--- src/rtl/shuffling_card_dealer.sv ---
// Blackjack shoe: loads NUM_DECKS x 52 card values, optionally Fisher-Yates shuffles them
// in place using a free-running Galois LFSR, then deals one card per request.
module shuffling_card_dealer #(
    parameter int                NUM_DECKS  = 1,
    parameter bit                SHUFFLE_EN = 1'b1,
    parameter int                LFSR_W     = 16,
    parameter logic [LFSR_W-1:0] SEED       = LFSR_W'(16'hACE1),
    localparam int               DECK_SIZE  = 52 * NUM_DECKS,
    localparam int               CNT_W      = $clog2(DECK_SIZE + 1)
) (
    input  logic             clk_i,
    input  logic             rst_ni,
    input  logic             deal_req_i,
    input  logic             shuffle_req_i,
    output logic [4:0]       card_o,
    output logic             card_valid_o,
    output logic             busy_o,
    output logic             empty_o,
    output logic [CNT_W-1:0] cards_left_o
);

    localparam int IDX_W = $clog2(DECK_SIZE);
    // Right-shift Galois feedback masks for maximal-length 16/24/32-bit polynomials.
    localparam logic [31:0]       TAPS_ALL = (LFSR_W == 24) ? 32'h00E1_0000 :
                                             (LFSR_W == 32) ? 32'h8020_0003 : 32'h0000_B400;
    localparam logic [LFSR_W-1:0] TAPS     = TAPS_ALL[LFSR_W-1:0];

    typedef enum logic [1:0] {ST_LOAD, ST_SHUFFLE, ST_READY} state_t;

    state_t            state_q;
    logic [LFSR_W-1:0] lfsr_q;
    logic [LFSR_W-1:0] lfsr_d;
    logic [IDX_W-1:0]  i_q;
    logic [IDX_W-1:0]  ptr_q;
    logic [CNT_W-1:0]  left_q;
    logic [4:0]        card_q;
    logic              valid_q;
    logic              busy_q;
    logic              empty_q;

    logic [3:0]        deck_q   [DECK_SIZE];
    logic [3:0]        init_val [DECK_SIZE];
    logic [IDX_W-1:0]  mask;
    logic [IDX_W-1:0]  r_idx;
    logic [3:0]        deck_i;
    logic [3:0]        deck_r;
    logic              load;
    logic              accept;
    logic              deal_fire;

    for (genvar gi = 0; gi < DECK_SIZE; gi++) begin : g_init
        assign init_val[gi] = ((gi % 13) >= 9) ? 4'd10 : 4'((gi % 13) + 1);
    end

    assign lfsr_d = {1'b0, lfsr_q[LFSR_W-1:1]} ^ (lfsr_q[0] ? TAPS : '0);

    // Smallest all-ones mask covering i: ones up to and including the MSB set in i.
    always_comb begin
        mask = '0;
        for (int b = 0; b < IDX_W; b++) begin
            if ((i_q >> b) != '0) begin
                mask[b] = 1'b1;
            end
        end
    end

    assign r_idx     = lfsr_q[IDX_W-1:0] & mask;
    assign deck_i    = deck_q[i_q];
    assign deck_r    = deck_q[r_idx];
    assign load      = (state_q == ST_LOAD);
    assign accept    = (state_q == ST_SHUFFLE) && (r_idx <= i_q) && !shuffle_req_i;
    assign deal_fire = (state_q == ST_READY) && deal_req_i && (left_q != '0) && !shuffle_req_i;

    always_ff @(posedge clk_i) begin
        for (int k = 0; k < DECK_SIZE; k++) begin
            if (load) begin
                deck_q[k] <= init_val[k];
            end else if (accept && (i_q == IDX_W'(k))) begin
                deck_q[k] <= deck_r;
            end else if (accept && (r_idx == IDX_W'(k))) begin
                deck_q[k] <= deck_i;
            end
        end
    end

    always_ff @(posedge clk_i or negedge rst_ni) begin
        if (!rst_ni) begin
            state_q <= ST_LOAD;
            lfsr_q  <= SEED;
            i_q     <= '0;
            ptr_q   <= '0;
            left_q  <= '0;
            card_q  <= '0;
            valid_q <= 1'b0;
            busy_q  <= 1'b1;
            empty_q <= 1'b0;
        end else begin
            lfsr_q  <= lfsr_d;
            valid_q <= 1'b0;
            if (shuffle_req_i) begin
                state_q <= ST_LOAD;
                busy_q  <= 1'b1;
                empty_q <= 1'b0;
            end else begin
                case (state_q)
                    ST_LOAD: begin
                        i_q     <= IDX_W'(DECK_SIZE - 1);
                        ptr_q   <= '0;
                        left_q  <= CNT_W'(DECK_SIZE);
                        empty_q <= 1'b0;
                        if (SHUFFLE_EN) begin
                            state_q <= ST_SHUFFLE;
                            busy_q  <= 1'b1;
                        end else begin
                            state_q <= ST_READY;
                            busy_q  <= 1'b0;
                        end
                    end
                    ST_SHUFFLE: begin
                        if (accept) begin
                            i_q <= i_q - IDX_W'(1);
                            if (i_q == IDX_W'(1)) begin
                                state_q <= ST_READY;
                                busy_q  <= 1'b0;
                            end
                        end
                    end
                    ST_READY: begin
                        if (deal_fire) begin
                            card_q  <= {1'b0, deck_q[ptr_q]};
                            valid_q <= 1'b1;
                            ptr_q   <= ptr_q + IDX_W'(1);
                            left_q  <= left_q - CNT_W'(1);
                            if (left_q == CNT_W'(1)) begin
                                empty_q <= 1'b1;
                            end
                        end
                    end
                    default: begin
                        state_q <= ST_LOAD;
                        busy_q  <= 1'b1;
                    end
                endcase
            end
        end
    end

    assign card_o       = card_q;
    assign card_valid_o = valid_q;
    assign busy_o       = busy_q;
    assign empty_o      = empty_q;
    assign cards_left_o = left_q;

endmodule

--- config.mk ---
export PLATFORM = sky130hd
export DESIGN_NAME = shuffling_card_dealer
export DESIGN_NICKNAME = d
export VERILOG_FILES = /design/src/rtl/shuffling_card_dealer.sv
export SDC_FILE = /design/constraint.sdc
export NUM_CORES = 1
export LEC_CHECK = 0
export CORE_ASPECT_RATIO = 2
export CORE_MARGIN = 3
export CORE_UTILIZATION = 58
export DETAILED_ROUTE_END_ITERATION = 6
export PLACE_DENSITY_LB_ADDON = 0.2
export SETUP_SLACK_MARGIN = 0.3
export SYNTH_ARGS = -nofsm -noshare
export SYNTH_HDL_FRONTEND = slang
export SYNTH_SLANG_ARGS = --single-unit
--- constraint.sdc ---
create_clock -name clk_i -period 5.1 [get_ports clk_i]
set_clock_uncertainty 0.2 [all_clocks]
set_input_delay 0.51 -clock clk_i [delete_from_list [all_inputs] [get_ports clk_i]]
set_output_delay 0.51 -clock clk_i [all_outputs]
set_load 0.02 [all_outputs]
; ---- After elaboration in Yosys (flattened, before gate mapping)
; Memory sizes are Yosys's and may differ from the RTL's. A register that Yosys moved wholly into a read port is not among the register bits.
; Cells that the tools add are included.
[totals]
memories = 1
reg_bits = 39
mem_bits_rw = 208
[mem_list]
columns = memory, words, width, read_ports, rd_ports_with_merged_regs, wr, line
row1 = deck_q, 52, 4, 3, 1, 52, 41  ; logic [3:0] deck_q [DECK_SIZE];
[op_classes]
bitwise = 107
add_sub_neg = 3
n_mux = 498
eq_ne = 112
order_cmp = 1
reduce_logical = 128
[op_table]
columns = op, count
row1 = $mux W4, 104
row2 = $mux W1, 381
row3 = $eq A6 B6 Y1 const B, 40
row4 = $eq A6 B5 Y1 const B, 32
row5 = $logic_and A1 B1 Y1, 109
row6 = $or A1 B1 Y1, 104
row7 = $eq A6 B4 Y1 const B, 16
row8 = $eq A6 B3 Y1 const B, 8
row9 = $pmux W6 S2, 3
row10 = $reduce_bool A6 Y1, 6
row11 = $eq A6 B2 Y1 const B, 4
row12 = $eq A6 B1 Y1 const B, 3
row13 = $mux W6, 3
row14 = $mux W16, 1
row15 = $xor A15 B16 Y16, 1
row16 = $reduce_and A3 Y1, 5
row17 = $logic_not A6 Y1, 2
row18 = $sub A6 B1 Y6 const B, 2
row19 = $add A6 B1 Y6 const B, 1
row20 = $and A6 B6 Y6, 1
row21 = $le A6 B6 Y1, 1
row22 = $mux W2, 3
row23 = $ne A2 B2 Y1 const B, 3
row24 = $ne A3 B2 Y1 const B, 2
row25 = 10 further kinds, 14

; ---- Depth between registers and ports, before layout
[depth]
depth_word = 12
mapped_depth = 21
depth_no_buf = 13

; ---- Worst setup path after synthesis
; OpenSTA, ideal clock, no wires.
[synth_timing]
path_kind = register -> register
startpoint = reg i_q[0]
endpoint = mem deck_q[20][0], enable pin
synth_period_minus_slack_ns = 5.501
setup_ns = 0.267
n_path_buf = 8
arrival_ns = 5.034
path_slack_ns = -0.401
path_stages_with_launch = 21
path_cell_list = dfrtp_1 > buf_4 > buf_4 > buf_2 > buf_2 > inv_1 > ha_1 > nor2b_1 > a21oi_1 > inv_1 > clkbuf_1 > ha_1 > and3_1 > a32oi_1 > o311a_1 > clkbuf_1 > or3_1 > clkbuf_1 > clkbuf_1 > nor2_1 > a311o_1
[synth_lines]
columns = item, line
row1 = from (decl), 33  ; logic [IDX_W-1:0] i_q;
row2 = from (signal assigned), 107  ; i_q <= IDX_W'(DECK_SIZE - 1);
row3 = from (signal assigned), 121  ; i_q <= i_q - IDX_W'(1);
row4 = to (decl), 41

==> impl.org <==
** Timing
- After routing, the total negative slack on setup checks comes to 0 ns.
- Max-slew violation count :: 0
- Unrepaired setup endpoints after global routing :: no
- Min cycle time layout :: between 4 and 5 ns
- Number of endpoints with negative hold slack in the final report :: 0
- Setup violations remaining at the end of the flow were counted as 0.
- Slew @ Worst Pin :: 1.38 ns
- Highest clock frequency the design can meet :: ~0.21 GHz
- Final period utilization :: between 90 and 100%
- Hold Slack :: 0.158 ns
- Measured against its own limit, the worst slew margin works out to 6.88%.
- The worst path meets setup with 0.387 ns of slack.

** Power and ir drop
- NetSw :: roughly 4.9 mW
- Internal power component :: 5.86 mW
- The share of total power dissipated in the clock network is 17.7%.
- Per report_power, the sequential group accounts for around 35% of the total.
- Peak supply drop :: roughly 360 µV
- The completed layout was analyzed and its total power is 10.7 mW.
- Net switching is 45.4% of the power.
- Gate power share :: between 40% and 50%
- Pwr per Cell Area :: approximately 560 nW/µm²
- In this run the static leakage power is 5.82 nW.

** Worst setup path
- Critical path arrival :: about 5 ns
- Among all stages on the critical path, the largest delay is contributed by sky130_fd_sc_hd__a41oi_1.
- Slowest Stage Delay on Critical Path :: 1.12 ns
- Worst Path Max Fanout :: 20
- Across all register-to-register paths, the minimum setup slack is slightly below 0.4 ns.
- Startpoint Class :: flip-flop
- In this design, the critical path's most frequently occurring cell is sky130_fd_sc_hd__buf_4.
- STA puts the critical path data required time at roughly 5.3 ns.
- The worst setup path is of the reg2reg kind.
- Cell class contributing the biggest share of worst-path delay :: compound AO/OA/AOI/OAI gates
- Counting both buffers and inverters, the worst setup path holds a total of 2.
- CP cell instances :: buf_4, o31ai_1, buf_4, nor3_1, a31oi_1, and4_1, a41oi_1, a21oi_1, mux2i_1
- The worst setup path is captured at a flip-flop.

** Routing
- Detailed-route via count :: 15700
- The first routing iteration left 2739 violations.
- Dividing the detail-routed wire length by the instance count gives 39.8 µm.
- The routed design has 76.6 mm of wire.
- Vias per Instance :: 8.16
- For this run, design rule violations remaining after detail routing come to 2.
- The count of nets left with antenna violations once routing finished came out at 0.
- Number of detailed-route iterations in the first pass :: 7

** Final layout
- Summing all multi-input logic gate instances after layout gives about 9600 µm².
- Share of layout cells above drive strength 1 :: between 15 and 20%
- Count of nets after finishing :: around 1600
- Across the whole layout, storage elements account for 7340 µm².
- Excluding fillers, the count of instances in the completed layout stands at between 1500 and 2000.
- Final-layout fill cell count :: around 2400
- The area growth from synthesis to layout is 8.18%.

** GRT
- Total track usage :: between 40 and 50%
- Maximum number of pins on one net before global-route repair :: between 60 and 70
- Antenna violations before repair :: 8
- Global-route wire length before repair :: about 110 mm
- Remaining global-route overflow :: 0
- Vias in the first global route :: 15200

** Floorplan
- Io pins :: 18
- Core area :: roughly 30000 µm²
- The floorplan step set the die height to ~250 µm.
- Horizontal extent of the die :: around 130 µm
- Total Die Area :: 32600 µm²
- Initial core utilization :: 59.2%
- In this run the core area contains 89 standard-cell rows.

** Clocking
- Inserted Clock Buffers :: 24
- Clock latency on the worst-skew pair :: 0.57 ns
- Clock Tree Root :: sky130_fd_sc_hd__clkbuf_16
- Clock edge transition at the registers on the reported setup and hold paths :: 0.07 ns
- # resized after CTS :: 0
- After clock tree synthesis, the flow added hold-fix buffers numbering 1.
- The tree built by TritonCTS fans out to about 250 sinks.
- CTS built an H-tree with a depth of 1.
- TritonCTS built the clock tree.
- The number of setup buffers added after CTS is 0.
- Clock buffer depth :: 3

** Synth
- Ys async rst share :: about 17%
- When the netlist entered floorplanning its net count stood at ~1600.
- Cell taking the most area after synthesis :: sky130_fd_sc_hd__edfxtp_1
- The mapped netlist covers approximately 18000 µm².
- Register area share after synthesis :: between 40% and 50%
- The netlist uses 76 different library cells.
- Area fraction of the dominant cell type after synthesis :: a little over a third
- Synth Flop Type :: sky130_fd_sc_hd__edfxtp_1
- Number of warnings reported in the yosys synthesis log :: 0
- Synthesis produced a netlist whose cell count is about 1600.
- Avg Inst Size Synth :: between 10 and 15 µm²
- Register bit count reported by yosys :: about 250
- Post-synth EDFFs :: approximately 210
- Yosys attributes the largest share of cell area to sky130_fd_sc_hd__edfxtp_1, sky130_fd_sc_hd__mux4_2, sky130_fd_sc_hd__mux2i_1.

** Place
- Port buffer count :: 16
- Including well taps, the total number of placed cells is roughly 1900.
- At the placement stage, the worst setup path has a slack of between 0.5 and 0.6 ns.
- The congestion estimate from routability-driven global placement came to roughly 1.1.
- The wire-length estimate of the detail-placed layout is 53.6 mm.

** Hold path
- The tightest min-delay check is of the reg2reg type.

** Run status
- The run finished, with violations left.
- Violations in the final reports :: DRC

** Job
- Max-cap violation count :: 0
==> stage by stage <==
step           cell area [µm²]  utilization [%]
6_report                 19100             64.1
3_5_place_dp             18200             61.3
5_1_grt                  19000             64.1
2_1_floorplan            17700                -
3_3_place_gp             18200             61.3
4_1_cts                  19000             64.1
==> final timing paths <==
kind	cells past startpoint	from	to
worst max register to register	9	i_q[5]	deck_q[8][1]
worst min-delay path	0	lfsr_q[8]	lfsr_q[7]
min in group asynchronous	2	rst_ni	card_o[1]
max in group asynchronous	2	rst_ni	i_q[0]
worst min register to register	0	lfsr_q[8]	lfsr_q[7]
worst max-delay path	9	i_q[5]	deck_q[8][1]
==> registers in the layout, indices dropped and copies added (netlist names) <==
signal and cells:
ptr_q 6, cards_left_o 6, deck_q 208, empty_o 1
busy_o 1, state_q 2, i_q 6, card_valid_o 1
card_o 4, lfsr_q 16
==> Yosys cell counts, types with 7 or more instances <==
| master | number |
|---|---|
| sky130_fd_sc_hd__a21oi_1 | 101 |
| sky130_fd_sc_hd__a311o_1 | 11 |
| sky130_fd_sc_hd__a31oi_1 | 25 |
| sky130_fd_sc_hd__and2_1 | 8 |
| sky130_fd_sc_hd__and3_1 | 10 |
| sky130_fd_sc_hd__and4_1 | 22 |
| sky130_fd_sc_hd__buf_1 | 22 |
| sky130_fd_sc_hd__buf_2 | 34 |
| sky130_fd_sc_hd__clkbuf_1 | 88 |
| sky130_fd_sc_hd__dfrtp_1 | 34 |
| sky130_fd_sc_hd__dfstp_2 | 9 |
| sky130_fd_sc_hd__edfxtp_1 | 208 |
| sky130_fd_sc_hd__ha_1 | 12 |
| sky130_fd_sc_hd__inv_1 | 26 |
| sky130_fd_sc_hd__mux2_2 | 8 |
| sky130_fd_sc_hd__mux2i_1 | 122 |
| sky130_fd_sc_hd__mux4_2 | 145 |
| sky130_fd_sc_hd__nand2_1 | 116 |
| sky130_fd_sc_hd__nand3_1 | 109 |
| sky130_fd_sc_hd__nand4_1 | 32 |
| sky130_fd_sc_hd__nor2_1 | 97 |
| sky130_fd_sc_hd__nor3_1 | 80 |
| sky130_fd_sc_hd__nor4_1 | 13 |
| sky130_fd_sc_hd__o2111ai_1 | 7 |
| sky130_fd_sc_hd__o211ai_1 | 26 |
| sky130_fd_sc_hd__o21ai_0 | 21 |
| sky130_fd_sc_hd__o21ai_1 | 34 |
| sky130_fd_sc_hd__o22ai_1 | 26 |
| sky130_fd_sc_hd__o31a_1 | 7 |
| sky130_fd_sc_hd__or3_1 | 19 |
| sky130_fd_sc_hd__xor2_1 | 10 |
==> routing by layer <==
| layer | vias up | routed length, µm | track usage [%] |
|---|---|---|---|
| met4 | 6 | 9840 | 44.5 |
| li1 | 6195 | - | - |
| met2 | 1411 | 34900 | 72.7 |
| met1 | 7576 | 21900 | 49.6 |
| met3 | 525 | 9850 | 15.8 |
| met5 | - | 61 | 0 |
==> logic make-up after synthesis <==
group / after synthesis / share of synthesized area, %
mux: 277 / 26.1
xor+xnor: 15 / 0.746
simple gates: 531 / 14.9
other cells: 1 / 0.0213
compound gates: 307 / 11.2
fa+ha+maj: 12 / 0.852
buf+inv: 183 / 4.48
flops: 251 / 41.6
==> area by class of cell <==
type                    instances  area share, %
diodes                          3         0.0394
clock buffers                  26           3.30
clock inverters                18          0.965
inverters                      28          0.558
multi-input cells            1143           50.2
flip-flops and latches        251           38.5
well taps                     364           2.39
repair buffers                 93           3.99
==> power by group through the flow <==
stage	registers, mW	logic [mW]	clock network, mW
floorplan	3.36	3.09	0
global placement	3.66	4.80	0
detailed placement	3.71	4.85	0
CTS	3.66	4.86	1.89
global route	3.73	5.20	1.97
finish	3.70	5.14	1.90
==> cells in the final DEF (no fill, tap or decap), types with 30 or more instances in the layout <==
master | synthesis | final
sky130_fd_sc_hd__dfrtp_1 | 34 | 30
sky130_fd_sc_hd__buf_4 | 6 | 74
sky130_fd_sc_hd__nand4_1 | 32 | 32
sky130_fd_sc_hd__mux2i_1 | 122 | 122
sky130_fd_sc_hd__nand3_1 | 109 | 109
sky130_fd_sc_hd__a21oi_1 | 101 | 99
sky130_fd_sc_hd__edfxtp_1 | 208 | 208
sky130_fd_sc_hd__nor3_1 | 80 | 77
sky130_fd_sc_hd__nand2_1 | 116 | 116
sky130_fd_sc_hd__nor2_1 | 97 | 94
sky130_fd_sc_hd__o21ai_1 | 34 | 34
sky130_fd_sc_hd__mux4_2 | 145 | 145
==> worst register-to-register path, cell delays in order, from the launching register on <==
cell,delay (ns)
sky130_fd_sc_hd__dfrtp_1,0.35
sky130_fd_sc_hd__buf_4,0.29
sky130_fd_sc_hd__o31ai_1,0.10
sky130_fd_sc_hd__buf_4,0.22
sky130_fd_sc_hd__nor3_1,0.82
sky130_fd_sc_hd__a31oi_1,0.17
sky130_fd_sc_hd__and4_1,0.28
sky130_fd_sc_hd__a41oi_1,1.12
sky130_fd_sc_hd__a21oi_1,0.61
sky130_fd_sc_hd__mux2i_1,0.37
(Power assumes the default switching activity.)
